$ cat config.mk
export PLATFORM = sky130hd
export DESIGN_NAME = rom_port_arbiter
export DESIGN_NICKNAME = d
export VERILOG_FILES = /design/src/rtl/rom_port_arbiter.sv
export SDC_FILE = /design/constraint.sdc
export NUM_CORES = 1
export LEC_CHECK = 0
export BUFFER_PORTS_ARGS = -buffer_cell sky130_fd_sc_hd__buf_2
export CORE_MARGIN = 2
export CORE_UTILIZATION = 34
export DETAILED_ROUTE_END_ITERATION = 7
export PLACE_DENSITY_LB_ADDON = 0.15
export SKIP_CTS_REPAIR_TIMING = 1
export SLEW_MARGIN = 10
export SYNTH_ARGS = -nofsm -noshare
export SYNTH_HDL_FRONTEND = slang
export SYNTH_SLANG_ARGS = --single-unit
$ cat constraint.sdc
create_clock -name clk -period 1.45 [get_ports clk]
set_input_delay 0.0725 -clock clk [delete_from_list [all_inputs] [get_ports clk]]
set_output_delay 0.0725 -clock clk [all_outputs]
set_load 0.01 [all_outputs]
$ cat src/rtl/rom_port_arbiter.sv
// rom_port_arbiter: shares the single-ported firmware ROM between the instruction bus and
// the data-side ROM slave port. Define ROM_ARB_FAIRNESS_EN to build the data-side starvation override.
module rom_port_arbiter #(
    parameter int ADDR_W   = 15,
    parameter int DATA_W   = 32,
    parameter int MAX_WAIT = 4
) (
    input  logic              clk,
    input  logic              rst,
    input  logic              i_cyc,
    input  logic              i_stb,
    input  logic [ADDR_W-1:0] i_addr,
    output logic [DATA_W-1:0] i_dat,
    output logic              i_ack,
    input  logic              d_stb,
    input  logic [ADDR_W-1:0] d_addr,
    output logic [DATA_W-1:0] d_dat,
    output logic              d_ack,
    output logic [ADDR_W-1:0] rom_addr,
    output logic              rom_stb,
    input  logic [DATA_W-1:0] rom_dat,
    input  logic              rom_ack,
    output logic              owner_d,
    output logic              starve_evt,
    output logic [1:0]        dbg_state
);

    if (MAX_WAIT < 1 || MAX_WAIT > 15) begin : g_bad_max_wait
        $error("rom_port_arbiter: MAX_WAIT must be in 1..15");
    end

    typedef enum logic [1:0] {
        IDLE  = 2'd0,
        GNT_I = 2'd1,
        GNT_D = 2'd2
    } state_t;

    state_t state;
    logic   req_i;
    logic   req_d;
    logic   owner_i;
    logic   fair_ovr;
    logic   pick_d;

    // Handshake: a master raises its strobe with a stable address and holds both until its
    // one-cycle ack; dropping the strobe before the ack aborts the access with no ack.
    assign req_i = i_cyc & i_stb;
    assign req_d = d_stb;

`ifdef ROM_ARB_FAIRNESS_EN
    logic [3:0] wait_cnt;

    assign fair_ovr = (wait_cnt >= 4'(MAX_WAIT));

    always_ff @(posedge clk) begin
        if (rst) begin
            wait_cnt <= 4'd0;
        end else if ((state == IDLE) && pick_d) begin
            wait_cnt <= 4'd0;
        end else if (!req_d) begin
            wait_cnt <= 4'd0;
        end else if ((state != GNT_D) && (wait_cnt != 4'd15)) begin
            wait_cnt <= wait_cnt + 4'd1;
        end
    end
`else
    assign fair_ovr = 1'b0;
`endif

    // The data side wins alone, or against the instruction bus only after waiting long enough.
    assign pick_d = req_d & (~req_i | fair_ovr);

    always_ff @(posedge clk) begin
        if (rst) begin
            state      <= IDLE;
            rom_addr   <= '0;
            starve_evt <= 1'b0;
        end else begin
            starve_evt <= 1'b0;
            case (state)
                IDLE: begin
                    if (pick_d) begin
                        state      <= GNT_D;
                        rom_addr   <= d_addr;
                        starve_evt <= req_i;
                    end else if (req_i) begin
                        state    <= GNT_I;
                        rom_addr <= i_addr;
                    end
                end
                GNT_I: begin
                    if (rom_ack || !req_i) state <= IDLE;
                end
                GNT_D: begin
                    if (rom_ack || !req_d) state <= IDLE;
                end
                default: state <= IDLE;
            endcase
        end
    end

    assign owner_i   = (state == GNT_I);
    assign owner_d   = (state == GNT_D);
    assign dbg_state = state;

    // A ROM ack reaches only the owner, and only while it still holds its request.
    assign rom_stb = (owner_i & req_i) | (owner_d & req_d);
    assign i_ack   = owner_i & req_i & rom_ack;
    assign d_ack   = owner_d & req_d & rom_ack;
    assign i_dat   = owner_i ? rom_dat : '0;
    assign d_dat   = owner_d ? rom_dat : '0;

endmodule

==> run_results.csv <==
group,metric,value,unit
grt,antenna_found_initial,0,
timing,rsz0062_at_grt,"true",
synthesis,syn_inst,159,
placed_design,pre_cts_slack,163,ps
clock_network,htreeDepth,1,
floorplan,num_rows,22,
layout,regArea,368,um2
grt,grt_pass1_wl,6550,um
pwr,p_leak,1.34,nW
placed_design,port_buffers,153,
layout,multi_input_area,925,um2
synthesis,synthArstFlopShare,0,%
timing,clock_skew,0.600,ps
timing,max_freq,717,MHz
floorplan,dieHeight,67.2,um
placed_design,dp.cells,352,
clock_network,cts_root_buf,"clkbuf_8",
grt,grt.total_usage,18.5,%
drt,dr.pass1.iters,4,
layout,drive_gt1_share,58.1,%
pwr,combPwrFrac,33.3,%
job,drv_cap,0,
synthesis,synth-edff-count,0,
drt,drc,0,
timing,finalCritPeriodShare,96.2,%
floorplan,dieArea,4510,um2
status,outcome,"complete, no violations",
drt,vias,1644,
pwr,p_clk_share,27.8,%
synthesis,synth_top_area_share,29.5,%
synthesis,yosysWarnings,0,
synthesis,ys_seq_area_share,26.5,%
pwr,p_total,0.00144,W
synthesis,synth_area_leaders,"and2_1 29%, dfxtp_1 27%, o2bb2ai_2 11%, and3_1 5.5%, a31oi_1 5.1%",
synthesis,synth.avg_cell_area,8.54,um2
clock_network,cts_tree,"built",
synthesis,synthTopCellsByCount,"64 x and2_1, 18 x dfxtp_1, 12 x and3_1",
worst_setup_path,path_max_fanout,35,
grt,overflow,0,
layout,n_antenna_cell,0,
floorplan,core_area,3740,um2
clock_network,cts.path.max_buffers,2,
pwr,power_density,642,nW/um2
pwr,p_int,0.00101,W
drt,drtIter0Drc,29,
drt,ant_nets,0,
timing,finalSetupTns,0,ps
synthesis,synth_cell_types,27,
timing,slew_headroom,63.4,%
floorplan,io_pins,154,
synthesis,netlist_area,1360,um2
pwr,peakVddDrop,0.000569,V
synthesis,synth_seq_cells,18,
synthesis,yosysTopAreaCell,"and2_1",
layout,nNetsFinal,379,
timing,setup_ws,54.4,ps
worst_setup_path,end_kind,"output port",
worst_setup_path,start_kind,"flip-flop",
drt,avgViaCountPerCell,4.59,
drt,drt-total-wl,4490,um
timing,finalSetupViolCount,0,
placed_design,dpl.hpwl,3600,um
synthesis,synthFlopType,"dfxtp_1",
timing,maxSlewViolCount,0,
layout,area_growth,65.4,%
clock_network,clkSinkCount,18,
clock_network,insertion_delay,250,ps
layout,final_cells,358,
timing,layout_min_cycle_time,1400,ps
floorplan,initial_utilization,36.3,%
floorplan,die_w,67.2,um
min_path,min_path_type,"in2reg",
timing,tightest_slew,550,ps
synthesis,yosysMostFrequentCell,"and2_1",
worst_setup_path,crit_required,1380,ps
worst_setup_path,rrSetupSlack,200,ps
worst_setup_path,arrival,1320,ps
timing,hold_slack,60.5,ps
synthesis,syn-num-nets,227,
drt,avgRoutedWirePerCell,12.5,um
layout,fillers,365,
pwr,switching_power,0.000427,W
placed_design,gp_congestion,0.732,
timing,hold_viol,0,
grt,first_global_vias,1421,
clock_network,cts.clk_slew.worst_paths,70,ps
clock_network,cts_made_buffers,3,
grt,grt_start_max_net_pins,36,
pwr,p_sw_share,29.7,%
pwr,seqPwrFrac,38.9,%
worst_setup_path,path_class,"reg2out",
==> worst paths after layout <==
check	cells after the start	from	end
setup reg to reg	2	dbg_state[1]$_SDFFE_PP0P_	rom_addr[12]$_SDFFE_PP0P_
hold / removal	2	rom_ack	dbg_state[0]$_SDFFE_PP0P_
setup / recovery	4	dbg_state[0]$_SDFFE_PP0P_	rom_stb
hold reg to reg	1	dbg_state[0]$_SDFFE_PP0P_	dbg_state[1]$_SDFFE_PP0P_
==> sequential cells by signal (all words and copies together) (netlist names) <==
signal	cells
dbg_state	2
rom_addr	15
starve_evt	1
==> cell families after synthesis <==
kind of cell | share of synthesized area [%]
AND/OR/NAND/NOR | 40.9
AO/OA/AOI/OAI | 24.0
flip-flops | 26.5
buffers and inverters | 5.35
multiplexers | 2.95
other | 0.276
==> power by group through the flow <==
stage / Combinational [W] / Clock, W / Sequential, W
detailed placement: 0.000476 / 0 / 0.000574
finish: 0.000479 / 0.000401 / 0.000561
global placement: 0.000471 / 0 / 0.000576
floorplan: 0.000230 / 0 / 0.000593
CTS: 0.000478 / 0.000411 / 0.000564
global route: 0.000533 / 0.000428 / 0.000568
==> layout make-up <==
| class | instances | area share [%] |
|---|---|---|
| well taps | 48 | 2.67 |
| repair buffers | 160 | 37.3 |
| clock buffers | 4 | 2.45 |
| flip-flops and latches | 18 | 16.4 |
| multi-input cells | 128 | 41.2 |
==> worst max-delay path: stages, from the launching register on <==
cell,delay [ps]
dfxtp_4,380
and2b_1,210
buf_12,160
a32o_1,200
buf_2,130
==> per-layer routing <==
layer	vias up	track usage [%]	part of all wire, %
li1	857	-	-
met1	701	22.3	40
met2	80	33.5	50
met3	6	2.83	8.8
met4	0	5.61	1.2
met5	-	0	0
==> placed cells by master (no fill, tap or decap), drive strengths merged, types with 2 or more instances in the layout <==
cell and count:
a211oi 4, a21oi 5, a31oi 11, and2 64, and2b 2, and3 12
buf 160, clkbuf 4, dfxtp 18, mux2i 4, nand2 2, nand2b 4
o2bb2ai 11
==> metrics by stage <==
stage / utilization [%] / cell area [um2]
6_report: 60.0 / 2250
5_1_grt: 60.0 / 2250
4_1_cts: 59.2 / 2220
3_5_place_dp: 57.7 / 2160
3_3_place_gp: 57.7 / 2160
2_1_floorplan: - / 1360
No activity file was read; power rests on OpenSTA's default activity.
